--- src/rtl/alu_result_buffer_if.sv ---
// Handshake bundle between the ALU, the result buffer and writeback.
// The master side is the environment, and the slave side is the buffer.
interface alu_result_buffer_if #(
    parameter int WIDTH = 32,
    parameter int DEPTH = 4
);
    localparam int CW = $clog2(DEPTH) + 1;

    logic                    In_Valid;
    logic                    In_Ready;
    logic [2:0]              ALU_Sel;
    logic signed [WIDTH-1:0] ALU_Out;
    logic                    Zero;
    logic                    Negative;
    logic                    Carry;
    logic                    Overflow;

    logic                    Out_Valid;
    logic                    Out_Ready;
    logic [WIDTH-1:0]        Out_Data;
    logic [2:0]              Out_Sel;
    logic [3:0]              Out_Flags;

    logic                    Sticky_Clr;
    logic [3:0]              Sticky_Flags;
    logic [7:0]              Ovf_Count;
    logic [CW-1:0]           Count;

    modport master (
        output In_Valid, ALU_Sel, ALU_Out,
        output Zero, Negative, Carry, Overflow,
        output Out_Ready, Sticky_Clr,
        input  In_Ready, Out_Valid, Out_Data,
        input  Out_Sel, Out_Flags,
        input  Sticky_Flags, Ovf_Count, Count
    );

    modport slave (
        input  In_Valid, ALU_Sel, ALU_Out,
        input  Zero, Negative, Carry, Overflow,
        input  Out_Ready, Sticky_Clr,
        output In_Ready, Out_Valid, Out_Data,
        output Out_Sel, Out_Flags,
        output Sticky_Flags, Ovf_Count, Count
    );
endinterface

--- src/rtl/alu_result_buffer.sv ---
// Result FIFO downstream of the ALU with sticky flag status
// and a saturating overflow counter.
module alu_result_buffer #(
    parameter int WIDTH = 32,
    parameter int DEPTH = 4
) (
    input logic               clk,
    input logic               rst,
    alu_result_buffer_if.slave bus
);
    localparam int AW = $clog2(DEPTH);
    localparam int CW = AW + 1;
    localparam int EW = WIDTH + 7;

    // Entry layout: {data, sel, Z, N, C, V}
    typedef logic [EW-1:0] entry_t;

    entry_t        mem_q [DEPTH];
    logic [AW-1:0] wptr_q, wptr_d;
    logic [AW-1:0] rptr_q, rptr_d;
    logic [CW-1:0] cnt_q, cnt_d;
    logic [3:0]    sticky_q, sticky_d;
    logic [7:0]    ovf_q, ovf_d;
    logic [7:0]    ovf_base;
    logic          full, empty, push, pop;
    logic [3:0]    in_flags;
    entry_t        head;

    assign full     = (cnt_q == CW'(DEPTH));
    assign empty    = (cnt_q == '0);
    assign in_flags = {bus.Zero, bus.Negative,
                       bus.Carry, bus.Overflow};

    assign bus.In_Ready = !full && !rst;
    assign push = bus.In_Valid && bus.In_Ready;
    assign pop  = !empty && bus.Out_Ready && !rst;

    assign head          = mem_q[rptr_q];
    assign bus.Out_Valid = !empty;
    assign bus.Out_Data  = empty ? '0 : head[EW-1 -: WIDTH];
    assign bus.Out_Sel   = empty ? '0 : head[6:4];
    assign bus.Out_Flags = empty ? '0 : head[3:0];

    assign bus.Count        = cnt_q;
    assign bus.Sticky_Flags = sticky_q;
    assign bus.Ovf_Count    = ovf_q;

    always_comb begin
        wptr_d = wptr_q;
        rptr_d = rptr_q;
        cnt_d  = cnt_q;
        if (push) wptr_d = wptr_q + AW'(1);
        if (pop)  rptr_d = rptr_q + AW'(1);
        if (push && !pop)      cnt_d = cnt_q + CW'(1);
        else if (pop && !push) cnt_d = cnt_q - CW'(1);
    end

    // Clear is applied before the same-cycle push is folded in
    always_comb begin
        sticky_d = bus.Sticky_Clr ? 4'b0 : sticky_q;
        ovf_base = bus.Sticky_Clr ? 8'd0 : ovf_q;
        ovf_d    = ovf_base;
        if (push) sticky_d = sticky_d | in_flags;
        if (push && bus.Overflow && ovf_base != 8'hFF)
            ovf_d = ovf_base + 8'd1;
    end

    always_ff @(posedge clk) begin
        if (rst) begin
            wptr_q   <= '0;
            rptr_q   <= '0;
            cnt_q    <= '0;
            sticky_q <= '0;
            ovf_q    <= '0;
        end else begin
            wptr_q   <= wptr_d;
            rptr_q   <= rptr_d;
            cnt_q    <= cnt_d;
            sticky_q <= sticky_d;
            ovf_q    <= ovf_d;
        end
    end

    always_ff @(posedge clk) begin
        if (push)
            mem_q[wptr_q] <= {bus.ALU_Out, bus.ALU_Sel, in_flags};
    end
endmodule

--- src/flat_wrapper.sv ---
// flat-port wrapper written by rule: the top's interface ports become plain ports
module alu_result_buffer_flat 
#(
    parameter int WIDTH = 32,
    parameter int DEPTH = 4
)
  (clk, rst, bus_In_Valid, bus_ALU_Sel, bus_ALU_Out, bus_Zero, bus_Negative, bus_Carry, bus_Overflow, bus_Out_Ready, bus_Sticky_Clr, bus_In_Ready, bus_Out_Valid, bus_Out_Data, bus_Out_Sel, bus_Out_Flags, bus_Sticky_Flags, bus_Ovf_Count, bus_Count);
  alu_result_buffer_if #(.WIDTH(WIDTH), .DEPTH(DEPTH)) bus_i ();
  input logic clk;
  input logic rst;
  input wire logic [$bits(bus_i.In_Valid)-1:0] bus_In_Valid;
  input wire logic [$bits(bus_i.ALU_Sel)-1:0] bus_ALU_Sel;
  input wire logic [$bits(bus_i.ALU_Out)-1:0] bus_ALU_Out;
  input wire logic [$bits(bus_i.Zero)-1:0] bus_Zero;
  input wire logic [$bits(bus_i.Negative)-1:0] bus_Negative;
  input wire logic [$bits(bus_i.Carry)-1:0] bus_Carry;
  input wire logic [$bits(bus_i.Overflow)-1:0] bus_Overflow;
  input wire logic [$bits(bus_i.Out_Ready)-1:0] bus_Out_Ready;
  input wire logic [$bits(bus_i.Sticky_Clr)-1:0] bus_Sticky_Clr;
  output wire logic [$bits(bus_i.In_Ready)-1:0] bus_In_Ready;
  output wire logic [$bits(bus_i.Out_Valid)-1:0] bus_Out_Valid;
  output wire logic [$bits(bus_i.Out_Data)-1:0] bus_Out_Data;
  output wire logic [$bits(bus_i.Out_Sel)-1:0] bus_Out_Sel;
  output wire logic [$bits(bus_i.Out_Flags)-1:0] bus_Out_Flags;
  output wire logic [$bits(bus_i.Sticky_Flags)-1:0] bus_Sticky_Flags;
  output wire logic [$bits(bus_i.Ovf_Count)-1:0] bus_Ovf_Count;
  output wire logic [$bits(bus_i.Count)-1:0] bus_Count;
  assign bus_i.In_Valid = bus_In_Valid;
  assign bus_i.ALU_Sel = bus_ALU_Sel;
  assign bus_i.ALU_Out = bus_ALU_Out;
  assign bus_i.Zero = bus_Zero;
  assign bus_i.Negative = bus_Negative;
  assign bus_i.Carry = bus_Carry;
  assign bus_i.Overflow = bus_Overflow;
  assign bus_i.Out_Ready = bus_Out_Ready;
  assign bus_i.Sticky_Clr = bus_Sticky_Clr;
  assign bus_In_Ready = bus_i.In_Ready;
  assign bus_Out_Valid = bus_i.Out_Valid;
  assign bus_Out_Data = bus_i.Out_Data;
  assign bus_Out_Sel = bus_i.Out_Sel;
  assign bus_Out_Flags = bus_i.Out_Flags;
  assign bus_Sticky_Flags = bus_i.Sticky_Flags;
  assign bus_Ovf_Count = bus_i.Ovf_Count;
  assign bus_Count = bus_i.Count;
  alu_result_buffer #(.WIDTH(WIDTH), .DEPTH(DEPTH)) u_core (.clk(clk), .rst(rst), .bus(bus_i));
endmodule
--- config.mk ---
export PLATFORM = sky130hd
export DESIGN_NAME = alu_result_buffer_flat
export DESIGN_NICKNAME = d
export VERILOG_FILES = /design/src/rtl/alu_result_buffer_if.sv /design/src/rtl/alu_result_buffer.sv /design/src/flat_wrapper.sv
export SDC_FILE = /design/constraint.sdc
export NUM_CORES = 1
export LEC_CHECK = 0
export CAP_MARGIN = 20
export CORE_UTILIZATION = 30
export DETAILED_ROUTE_END_ITERATION = 10
export SLEW_MARGIN = 20
export SYNTH_ARGS = -nofsm -noshare
export SYNTH_HDL_FRONTEND = slang
export SYNTH_SLANG_ARGS = --single-unit
export TNS_END_PERCENT = 100
--- constraint.sdc ---
create_clock -name clk -period 2.7 [get_ports clk]
set_input_delay 0.54 -clock clk [delete_from_list [all_inputs] [get_ports clk]]
set_output_delay 0.54 -clock clk [all_outputs]
set_load 0.05 [all_outputs]
* After elaboration in Yosys (flattened, before gate mapping)
Memories as Yosys holds them, arrays and structs flattened. A register that Yosys moved wholly into a read port is not among the register bits. Index checks and enable logic that the tools add are counted.
Word-level totals: register bits 19, RAM bits 156, output and inout port bits 56, logic and storage cells 42, memories kept 1
Memory list:
- u_core.mem_q | depth 4, width 39, read ports 1, clocked after Yosys merged registers in 1, wr ports 1, line alu_result_buffer.sv:18 | entry_t mem_q [DEPTH];
Operators by class: add/subtract/negate cells 5, equal/unequal tests 2, multiplexer cells 13, bitwise gates (word level) 1, reductions and logical operators 15
Operators with widths (number):
- $mux 32 | 1
- $mux 8 | 2
- $mux 4 | 3
- $mux 3 | 3
- $add 8x1->8 const B | 1
- $logic_and 1x1->1 | 8
- $ne 8x8->1 const B | 1
- $logic_not 1->1 | 5
- $add 2x1->2 const B | 2
- $mux 2 | 2
- $or 4x4->4 | 1
- $add 3x1->3 const B | 1
- $eq 3x3->1 const B | 1
- $logic_not 3->1 | 1
- $sub 3x1->3 const B | 1
- $mux 1 | 2
- $reduce_bool 2->1 | 1

* Longest topological paths before layout
Gate-level depths: netlist (run 1).
depth in word-level cells 8, mapped depth 10, mapped depth without buffers 9

* Worst setup path after synthesis (run 1)
No wires, ideal clock.
path kind flip-flop to flip-flop, start point register u_core.cnt_q[0] (netlist: u_core.bus.Count[0]), end point memory u_core.mem_q[1][0] (netlist bit) (enable), arrival 2.501 ns, required time 2.300 ns, setup slack -0.201 ns, stages on the path, launching flop included 5, buffers on the path 1, cell sequence dfxtp_1 -> nor3b_1 -> nor3b_1 -> clkbuf_1 -> and2_1
On the way: cells in the longest elaborated chain, start to end 6
Ends and longest elaborated chain:
- from (decl) | line alu_result_buffer.sv:21 | logic [CW-1:0] cnt_q, cnt_d;
- from (signal assigned) | line alu_result_buffer.sv:78 | cnt_q <= cnt_d;
- $eq 3x3->1 | line alu_result_buffer.sv:29 | assign full = (cnt_q == CW'(DEPTH));
- $logic_not 1->1 | line alu_result_buffer.sv:34 | assign bus.In_Ready = !full && !rst;
- $logic_and 1x1->1 | line alu_result_buffer.sv:34
- $logic_and 1x1->1 | line alu_result_buffer.sv:35 | assign push = bus.In_Valid && bus.In_Ready;
- via u_core.push | line alu_result_buffer.sv:25 | logic full, empty, push, pop;
- $mux 1 | line alu_result_buffer.sv:85 | if (push)
- $mux 1 (implied by the code) | line alu_result_buffer.sv:86 | mem_q[wptr_q] <= {bus.ALU_Out, bus.ALU_Sel, in_flags};
- to (decl) | line alu_result_buffer.sv:18
The timed path passes the listed nets, and every way through them passes these cells.

==> results of run 1 <==
==> area by class of cell <==
| cell class | count | area (sq um) |
|---|---|---|
| Tap cell | 285 | 356.6 |
| Multi-Input combinational cell | 161 | 1720 |
| Inverter | 5 | 18.77 |
| Timing Repair Buffer | 115 | 1121 |
| Clock buffer | 18 | 429.2 |
| Fill cell | 2040 | 13720 |
| Clock inverter | 14 | 161.4 |
| Sequential cell | 177 | 5112 |
==> report_power, final <==
part           switching [mW]  leakage [nW]  total (mW)  internal [mW]
Combinational            2.14          1.11        3.38           1.23
Clock                    1.01         0.294        2.46           1.46
Sequential             0.0927          1.59        3.25           3.16
==> layer usage <==
metal,track usage,vias to the layer above
li1,-,1657
met1,0.1564,1855
met2,0.2015,98
met3,0.03439,13
met4,0.04143,0
met5,0,-
==> cells by family after synthesis <==
family                   count (synthesis)  share of synthesized area
AND/OR/NAND/NOR                         89                    0.07791
buffers and inverters                   23                    0.01482
multiplexers                            43                     0.1327
adder cells (fa/ha/maj)                  7                    0.01374
XOR/XNOR                                 5                   0.006327
flip-flops                             177                     0.7375
AO/OA/AOI/OAI                           17                    0.01699
==> cells in the final DEF (no fill, tap or decap), types with 2 or more instances in the layout <==
| master | netlist | routed |
|---|---|---|
| sky130_fd_sc_hd__a21oi_1 | 3 | 3 |
| sky130_fd_sc_hd__a22oi_1 | 3 | 3 |
| sky130_fd_sc_hd__and2_1 | 44 | 40 |
| sky130_fd_sc_hd__and2_2 | 0 | 4 |
| sky130_fd_sc_hd__and2b_2 | 2 | 2 |
| sky130_fd_sc_hd__buf_12 | 0 | 9 |
| sky130_fd_sc_hd__buf_4 | 1 | 48 |
| sky130_fd_sc_hd__bufinv_16 | 0 | 3 |
| sky130_fd_sc_hd__clkbuf_16 | 0 | 17 |
| sky130_fd_sc_hd__clkdlybuf4s50_1 | 0 | 58 |
| sky130_fd_sc_hd__clkinv_1 | 0 | 2 |
| sky130_fd_sc_hd__clkinv_2 | 0 | 4 |
| sky130_fd_sc_hd__dfxtp_1 | 21 | 17 |
| sky130_fd_sc_hd__dfxtp_2 | 0 | 3 |
| sky130_fd_sc_hd__edfxtp_1 | 156 | 156 |
| sky130_fd_sc_hd__ha_1 | 6 | 6 |
| sky130_fd_sc_hd__inv_1 | 5 | 5 |
| sky130_fd_sc_hd__inv_6 | 0 | 4 |
| sky130_fd_sc_hd__mux2i_1 | 4 | 4 |
| sky130_fd_sc_hd__mux4_2 | 39 | 39 |
| sky130_fd_sc_hd__nand2_1 | 8 | 8 |
| sky130_fd_sc_hd__nand3_1 | 2 | 2 |
| sky130_fd_sc_hd__nor2_1 | 12 | 12 |
| sky130_fd_sc_hd__nor3b_1 | 4 | 4 |
| sky130_fd_sc_hd__o21ai_0 | 2 | 2 |
| sky130_fd_sc_hd__o31ai_1 | 2 | 2 |
| sky130_fd_sc_hd__xor2_1 | 4 | 4 |
==> critical path, stage by stage (launching register included) <==
cell                      delay [ns]
sky130_fd_sc_hd__dfxtp_4        0.44
sky130_fd_sc_hd__buf_12         0.22
sky130_fd_sc_hd__mux4_2         0.54
sky130_fd_sc_hd__and2_1         0.18
sky130_fd_sc_hd__buf_4          0.19
==> sequential cells by signal (all words and copies together) (netlist names), named ones only <==
name,flops
u_core.bus.Count,3
u_core.bus.Ovf_Count,8
u_core.bus.Sticky_Flags,4
u_core.mem_q,156
u_core.rptr_q,2
u_core.wptr_q,2
==> final timing paths <==
kind	endpoint	from	depth (start not counted)
max	bus_Out_Data[29]	register	4
min reg2reg	u_core.bus.Sticky_Flags[0]	u_core.bus.Sticky_Flags[0]	2
max reg2reg	u_core.bus.Count[2]	u_core.bus.Count[1]	9
min	u_core.bus.Sticky_Flags[0]	u_core.bus.Sticky_Flags[0]	2
==> PnR_summary.wiki, run 1 <==
{| class="wikitable"
! Metric !! Value
|-
| Dpl ws || 0.005479 ns
|-
| Wire length per cell || 17.77 um
|-
| Final antenna-violating net count || 0
|-
| Number of vias per cell || 4.675
|-
| Via count of the first global-routing pass || 3902
|-
| Global-route usage over all layers || 0.1228
|-
| Gate Count Post-Synth || 361
|-
| Required time of the critical path || 2.16 ns
|-
| Post-CTS sizing || 0
|-
| Total power || 9.087 mW
|-
| Worst setup skew after layout || 0.01408 ns
|-
| GR Overflow Total || 0
|-
| Final WL || 13770 um
|-
| Highest signal layer in the routed design || met4
|-
| Fraction of layout cells with a size suffix above 1 || 0.2857
|-
| Final period utilization || 0.9491
|-
| H-tree depth reported by CTS || 4
|-
| Placed cell count || 743
|-
| Clock Tree Buf Depth || 2
|-
| Transition at the pin with the smallest max-transition slack || 0.5078 ns
|-
| HP Class || register to register
|-
| Number of pins exceeding their max-slew limit in the final report || 0
|-
| Data arrival time of the critical path || 2.02 ns
|-
| Area leader, netlist || sky130_fd_sc_hd__edfxtp_1
|-
| Routed met3 length || 634 um
|-
| Final-report setup violation count || 0
|-
| YS warnings || 0
|-
| Asr flop ratio synth || 0
|-
| Met1 wire length || 6157 um
|-
| Max-Slew Margin vs Limit || 0.6604
|-
| Final Hold Violating Endpoints || 0
|-
| Detailed route wirelength on metal2 || 6828 um
|-
| Primary flip-flop cell chosen by synthesis mapping || sky130_fd_sc_hd__edfxtp_1
|-
| Placed inst area || 0.008329 sq mm
|-
| Total number of clock tree sinks || 177
|-
| Effective utilization at floorplan || 0.3057
|-
| Outcome || finished, final reports clean
|-
| Net count after synthesis || 412
|-
| Detailed Routing Iterations Pass 1 || 4
|-
| Port Buf Inserts || 99
|-
| Floorplan die area || 0.02368 sq mm
|-
| Mapped Area || 0.006922 sq mm
|-
| Synthesized area per cell || 19.17 sq um
|-
| Register bit total from synthesis || 177
|-
| Gpl congestion || 0.7249
|-
| Setup fix buffers added after clock tree synthesis || 0
|-
| Skew-Pair Late Insertion Delay || 0.43 ns
|-
| Final antenna diode count || 0
|-
| Clock tree from TritonCTS || built
|-
| Area growth from synthesis to final layout || 28.87%
|-
| Number of remaining DRC errors || 0
|-
| Share of Yosys cell area claimed by the top area cell type || 0.6768
|-
| CTS clock-pin slew for the worst setup and hold paths || 0.07 ns
|-
| Wire length of the first global-routing pass || 21620 um
|-
| Cell row count || 55
|-
| Number of enable flip-flop cells after synthesis || 156
|-
| Final critical-path setup slack || 0.1375 ns
|-
| Max Cap Viol || 0
|-
| Post-synthesis cell type count || 46
|-
| Share of the core filled with cells in the final layout || 0.3940
|-
| Routed via count || 3623
|-
| HPWL after detailed placement || 8665 um
|-
| Setup TNS || 0 ns
|-
| Register-to-Register Setup Slack || 0.28 ns
|-
| Max VDD drop || 651.3 uV
|-
| Cell Pwr Density || 1019 mW/mm^2
|-
| Setup repair after global routing missed its margin || no
|-
| Leakage power figure || 2.988 nW
|-
| Share of synthesized area occupied by flip-flops and latches || 0.7375
|-
| Final worst path period need || 2.563 ns
|-
| Final cell area excluding filler cells || 0.008920 sq mm
|-
| Critical path fanouts, max || 21
|-
| Antenna violations before repair || 0
|-
| Inserted Clock Buffers || 17
|-
| Top area cells in the synthesized netlist || sky130_fd_sc_hd__edfxtp_1, sky130_fd_sc_hd__mux4_2, sky130_fd_sc_hd__dfxtp_1
|-
| Most frequent cell after synthesis || sky130_fd_sc_hd__edfxtp_1
|-
| Worst Setup End Kind || output pin
|-
| Worst hold slack after final layout || 0.4707 ns
|-
| Critical path startpoint category || register
|-
| Boundary Pins || 100
|-
| Width of the die || 153.9 um
|-
| Die height || 153.9 um
|-
| Clock Root Buffer || sky130_fd_sc_hd__clkbuf_16
|-
| Count of nets after finishing || 528
|-
| Finished Layout Cells || 775
|-
| Pin count of the biggest net entering global routing || 42
|-
| List of most frequent post-synthesis cells || sky130_fd_sc_hd__edfxtp_1, sky130_fd_sc_hd__and2_1, sky130_fd_sc_hd__mux4_2
|-
| DRT iter0 DRCs || 170
|-
| WS Path Type || register to output pin
|-
| CTS Hold Bufs || 0
|-
| Highest achievable clock rate || 390.2 MHz
|-
| Placeable core region || 0.02264 sq mm
|}
No activity file was read; power rests on OpenSTA's default activity.
==> run 2, diff against run 1 <==
--- a/config.mk
+++ b/config.mk
@@ -8,6 +8,7 @@
 export CAP_MARGIN = 20
 export CORE_UTILIZATION = 30
 export DETAILED_ROUTE_END_ITERATION = 10
+export PLACE_DENSITY_LB_ADDON = 0.05
 export SLEW_MARGIN = 20
 export SYNTH_ARGS = -nofsm -noshare
 export SYNTH_HDL_FRONTEND = slang
==> constraint.sdc (replaced) <==
create_clock -name clk -period 2.7 [get_ports clk]
set_input_delay 0.54 -clock clk [delete_from_list [all_inputs] [get_ports clk]]
set_output_delay 0.54 -clock clk [all_outputs]
set_load 0.1 [all_outputs]
==> PnR_summary.wiki, run 2 (same netlist as run 1, synthesis figures left out) <==
{| class="wikitable"
! Metric !! Value
|-
| Highest achievable clock rate || 387.6 MHz
|-
| Placeable core region || 0.02264 sq mm
|-
| Slowest stage cell on the critical path || sky130_fd_sc_hd__or3_2
|-
| Largest register by flop count || u_core.mem_q
|-
| Boundary Pins || 100
|-
| GR Overflow Total || 0
|-
| Detailed Routing Iterations Pass 1 || 4
|-
| Total number of clock tree sinks || 177
|-
| Fraction of layout cells with a size suffix above 1 || 0.3434
|-
| Crit-path max cell delay || 0.48 ns
|-
| Wire length of the first global-routing pass || 22750 um
|-
| Critical path startpoint category || register
|-
| Final Hold Violating Endpoints || 0
|-
| Skew-Pair Late Insertion Delay || 0.42 ns
|-
| Routed via count || 3674
|-
| Final antenna-violating net count || 0
|-
| Worst setup path start || u_core.bus.Count[1]
|-
| Wire length per cell || 18.55 um
|-
| Reg2Reg Launch Point || u_core.bus.Count[1]
|-
| Register-to-Register Setup Slack || 0.30 ns
|-
| Pin count of the biggest net entering global routing || 42
|-
| Cell row count || 55
|-
| Gpl congestion || 0.7495
|-
| Startpoint of the worst hold path || u_core.bus.Sticky_Flags[0]
|-
| Effective utilization at floorplan || 0.3057
|-
| Worst setup skew after layout || 0.007698 ns
|-
| Hold Path Stages || 2
|-
| Total power || 11.60 mW
|-
| Clock tree from TritonCTS || built
|-
| Routed met3 length || 568 um
|-
| H-tree depth reported by CTS || 4
|-
| Inserted Clock Buffers || 17
|-
| HPWL after detailed placement || 8795 um
|-
| Clock Tree Buf Depth || 2
|-
| Die height || 153.9 um
|-
| Critical path fanouts, max || 41
|-
| Global-route usage over all layers || 0.1325
|-
| Outcome || finished, final reports clean
|-
| WS Path Type || register to output pin
|-
| Met1 wire length || 6377 um
|-
| DRT iter0 DRCs || 159
|-
| Commonest cells after routing, fill and taps aside || sky130_fd_sc_hd__edfxtp_1, sky130_fd_sc_hd__buf_12, sky130_fd_sc_hd__clkdlybuf4s50_1
|-
| Placed cell count || 745
|-
| Antenna violations before repair || 1
|-
| Finished Layout Cells || 781
|-
| Crit-path cells || or3_2, buf_4, and2_2, buf_12
|-
| Number of pins exceeding their max-slew limit in the final report || 0
|-
| Hold Path Sink || u_core.bus.Sticky_Flags[0]
|-
| Port Buf Inserts || 99
|-
| CTS clock-pin slew for the worst setup and hold paths || 0.07 ns
|-
| Number of flip-flops under the largest register name || 156
|-
| Clock Root Buffer || sky130_fd_sc_hd__clkbuf_16
|-
| Worst hold slack after final layout || 0.4861 ns
|-
| Reg2Reg Capture Point || u_core.bus.Count[2]
|-
| Leakage power figure || 3.186 nW
|-
| Max VDD drop || 986.2 uV
|-
| Data arrival time of the critical path || 2.04 ns
|-
| Required time of the critical path || 2.16 ns
|-
| Final period utilization || 0.9555
|-
| Setup repair after global routing missed its margin || no
|-
| Detailed route wirelength on metal2 || 7330 um
|-
| Number of cells traversed by the worst register-to-register path || 9
|-
| Count of nets after finishing || 533
|-
| Final worst path period need || 2.580 ns
|-
| HP Class || register to register
|-
| Area growth from synthesis to final layout || 36.93%
|-
| Highest signal layer in the routed design || met4
|-
| Most common cell after layout, fill and taps aside || sky130_fd_sc_hd__edfxtp_1
|-
| Number of vias per cell || 4.704
|-
| Max Cap Viol || 0
|-
| Final-report setup violation count || 0
|-
| Via count of the first global-routing pass || 3954
|-
| Floorplan die area || 0.02368 sq mm
|-
| Max-Slew Margin vs Limit || 0.6688
|-
| Setup TNS || 0 ns
|-
| Width of the die || 153.9 um
|-
| Worst Setup End Kind || output pin
|-
| Final WL || 14490 um
|-
| Transition at the pin with the smallest max-transition slack || 0.4968 ns
|-
| Number of remaining DRC errors || 0
|-
| Cell Pwr Density || 1224 mW/mm^2
|}
==> run 2: changes by cell type in the layout (fill, tap and decap cells not counted), moves of 2 or more <==
| cell | delta |
|---|---|
| sky130_fd_sc_hd__and2_1 | -9 |
| sky130_fd_sc_hd__and2_2 | +9 |
| sky130_fd_sc_hd__buf_12 | +41 |
| sky130_fd_sc_hd__buf_4 | -22 |
| sky130_fd_sc_hd__clkdlybuf4s50_1 | -15 |
| sky130_fd_sc_hd__clkinv_2 | -2 |
| sky130_fd_sc_hd__clkinvlp_4 | +2 |
| sky130_fd_sc_hd__dfxtp_4 | +2 |
| sky130_fd_sc_hd__inv_6 | -2 |
==> run 2: metal layers <==
layer / global-route usage / up-vias
li1: - / 1674
met1: 0.1673 / 1905
met2: 0.2210 / 77
met3: 0.03129 / 18
met4: 0.05000 / 0
met5: 0 / -
==> run 2: worst max path at each step <==
stage                     endpoint  slack (ns)  cells past startpoint
6_report          bus_Out_Data[22]        0.12                      4
5_1_grt           bus_Out_Flags[2]        0.01                      4
4_1_cts           bus_Out_Data[31]        0.01                      4
3_5_place_dp   u_core.bus.Count[2]        0.01                      8
3_3_place_gp   u_core.bus.Count[2]        0.10                      8
2_1_floorplan     bus_Out_Data[22]        0.03                      4
==> run 2: layout make-up <==
type	count	area, sq um
clock inverters	13	160.2
well taps	285	356.6
fillers	1997	13160
inverters	5	18.77
multi-input cells	161	1734
repair buffers	120	1654
diodes	1	2.502
clock buffers	19	432.9
flip-flops and latches	177	5119
==> run 2: timing repair <==
item	4_1_cts	5_1_grt
setup endpoints to repair	0	16
hold buffers	0	0
gates resized for setup	0	1
setup buffers	0	3
==> run 2: critical path, delay by kind of cell (launching register included) <==
kind	cells	cell delay (ns)
DFF	1	0.36
and+or+nand+nor	2	0.76
buffers and inverters	2	0.44
==> run 2: metrics by stage <==
stage | setup slack (ns) | utilization | area (sq um)
finish | 0.1200 | 0.4186 | 9478
global route | 0.01358 | 0.4185 | 9475
CTS | 0.01409 | 0.4172 | 9445
detailed placement | 0.01345 | 0.3910 | 8852
global placement | 0.1021 | 0.3910 | 8852
floorplan | 0.02921 | - | 6950
==> run 2: report_power, final <==
group / leakage [nW] / total, mW / switching (mW) / internal (mW)
logic: 1.31 / 5.88 / 3.75 / 2.13
registers: 1.59 / 3.24 / 0.0814 / 3.16
clock network: 0.285 / 2.48 / 1.02 / 1.46
==> run 3, diff against run 2 <==
--- a/config.mk
+++ b/config.mk
@@ -6,7 +6,7 @@
 export NUM_CORES = 1
 export LEC_CHECK = 0
 export CAP_MARGIN = 20
-export CORE_UTILIZATION = 30
+export CORE_UTILIZATION = 40
 export DETAILED_ROUTE_END_ITERATION = 10
 export PLACE_DENSITY_LB_ADDON = 0.05
 export SLEW_MARGIN = 20
==> PnR_summary.wiki, run 3 (same netlist as run 1, synthesis figures left out) <==
{| class="wikitable"
! Metric !! Value
|-
| Gpl congestion || 0.7016
|-
| Final-report setup violation count || 0
|-
| Placeable core region || 0.01676 sq mm
|-
| CTS clock-pin slew for the worst setup and hold paths || 0.06 ns
|-
| GR Overflow Total || 0
|-
| Commonest cells after routing, fill and taps aside || sky130_fd_sc_hd__edfxtp_1, sky130_fd_sc_hd__buf_12, sky130_fd_sc_hd__clkdlybuf4s50_1
|-
| Worst Setup End Kind || output pin
|-
| Finished Layout Cells || 724
|-
| Clock tree from TritonCTS || built
|-
| Final period utilization || 0.9437
|-
| Floorplan die area || 0.01783 sq mm
|-
| Outcome || finished, final reports clean
|-
| Final worst path period need || 2.548 ns
|-
| Clock Tree Buf Depth || 2
|-
| Critical path fanouts, max || 13
|-
| Clock Root Buffer || sky130_fd_sc_hd__clkbuf_16
|-
| Port Buf Inserts || 99
|-
| Total number of clock tree sinks || 177
|-
| Placed cell count || 685
|-
| Final antenna diode count || 0
|-
| Routed via count || 3661
|-
| WS Path Type || register to output pin
|-
| Global-route usage over all layers || 0.1623
|-
| Internal power || 6.945 mW
|-
| Crit-path cells || buf_4, mux4_2, and2_2, buf_12
|-
| Inserted Clock Buffers || 17
|-
| Worst setup skew after layout || 0.007580 ns
|-
| Fraction of layout cells with a size suffix above 1 || 0.3591
|-
| Most common cell after layout, fill and taps aside || sky130_fd_sc_hd__edfxtp_1
|-
| Wire length of the first global-routing pass || 21250 um
|-
| Area growth from synthesis to final layout || 37.55%
|-
| Detailed Routing Iterations Pass 1 || 4
|-
| Sw frac || 0.4098
|-
| Cell row count || 47
|-
| Highest achievable clock rate || 392.5 MHz
|-
| Boundary Pins || 100
|-
| Max VDD drop || 948.0 uV
|-
| Pin count of the biggest net entering global routing || 42
|-
| NetSw || 4.821 mW
|-
| DRT iter0 DRCs || 221
|-
| Post-CTS sizing || 0
|-
| Crit-path max cell delay || 0.60 ns
|-
| Setup TNS || 0 ns
|-
| Via count of the first global-routing pass || 3860
|-
| Slowest stage cell on the critical path || sky130_fd_sc_hd__dfxtp_2
|-
| Final cell area excluding filler cells || 0.009520 sq mm
|-
| Number of vias per cell || 5.057
|-
| Critical path startpoint category || register
|-
| Number of remaining DRC errors || 0
|-
| Wire length per cell || 18.63 um
|-
| Width of the die || 133.5 um
|-
| Effective utilization at floorplan || 0.4130
|-
| HPWL after detailed placement || 8676 um
|-
| Number of pins exceeding their max-slew limit in the final report || 0
|-
| H-tree depth reported by CTS || 4
|-
| Share of total power in combinational logic || 0.501
|-
| Data arrival time of the critical path || 2.01 ns
|-
| Cell Pwr Density || 1236 mW/mm^2
|-
| Leakage power figure || 3.255 nW
|-
| Count of nets after finishing || 542
|-
| Skew-Pair Late Insertion Delay || 0.42 ns
|-
| Relative contribution of sequential cells to total power || 0.278
|-
| Required time of the critical path || 2.16 ns
|-
| Final WL || 13490 um
|-
| Setup repair after global routing missed its margin || no
|-
| Clock power share || 0.221
|-
| Antenna violations before repair || 0
|-
| Max Cap Viol || 0
|-
| HP Class || register to register
|-
| Final Hold Violating Endpoints || 0
|-
| Die height || 133.5 um
|-
| Register-to-Register Setup Slack || 0.44 ns
|-
| Largest register by flop count || u_core.mem_q
|-
| Transition at the pin with the smallest max-transition slack || 0.4684 ns
|-
| Max-Slew Margin vs Limit || 0.6878
|-
| Number of flip-flops under the largest register name || 156
|-
| Placed inst area || 0.008832 sq mm
|-
| Final antenna-violating net count || 0
|}
[run 3: layout make-up]
type / instances / area [sq um]
tap: 220 / 275.3
fill: 1312 / 7239
inverter: 5 / 18.77
timing repair buffer: 129 / 1739
clock inverter: 12 / 178.9
sequential: 177 / 5119
multi-input combinational: 161 / 1733
clock buffer: 20 / 456.7
[run 3: worst max-delay path, delay by kind of cell (launching register included)]
family / cells / cell delay, ns
flip-flops: 1 / 0.60
multiplexers: 1 / 0.31
buffers and inverters: 2 / 0.44
AND/OR/NAND/NOR: 1 / 0.22
[run 3: final timing paths]
path,startpoint,end,depth (start not counted)
worst min register to register,u_core.bus.Sticky_Flags[0],u_core.bus.Sticky_Flags[0],2
worst min-delay path,u_core.bus.Sticky_Flags[0],u_core.bus.Sticky_Flags[0],2
worst max-delay path,register,bus_Out_Data[29],4
worst max register to register,u_core.bus.Count[1],u_core.bus.Count[2],9
[run 3: per-stage QoR]
stage          power (mW)    util  worst slack [ns]  hold WS (ns)
5_1_grt             12.15  0.5680           0.06057        0.4987
4_1_cts             11.83  0.5649           0.04043        0.4849
6_report            11.77  0.5680            0.1521        0.4852
3_3_place_gp        9.199  0.5270            0.1204        0.4649
2_1_floorplan       7.059       -           0.02921        0.4847
3_5_place_dp        9.236  0.5270           0.07890        0.4680
[run 3: power by group through the flow]
stage	Sequential [mW]	Combinational, mW	Clock (mW)
2_1_floorplan	3.43	3.63	0
5_1_grt	3.29	6.11	2.75
3_3_place_gp	3.35	5.85	0
3_5_place_dp	3.36	5.88	0
6_report	3.27	5.90	2.60
4_1_cts	3.30	5.88	2.65
[run 3: timing repair]
item                       in CTS  in global routing
setup buffers                   0                  7
setup endpoints to repair       0                  1
hold buffers                    0                  0
[run 3: metal layers]
metal | track usage | up-vias | share of wire
li1 | - | 1688 | -
met1 | 0.2036 | 1880 | 0.44
met2 | 0.2752 | 80 | 0.52
met3 | 0.03653 | 13 | 0.030
met4 | 0.06061 | 0 | 0.012
met5 | 0 | - | 0
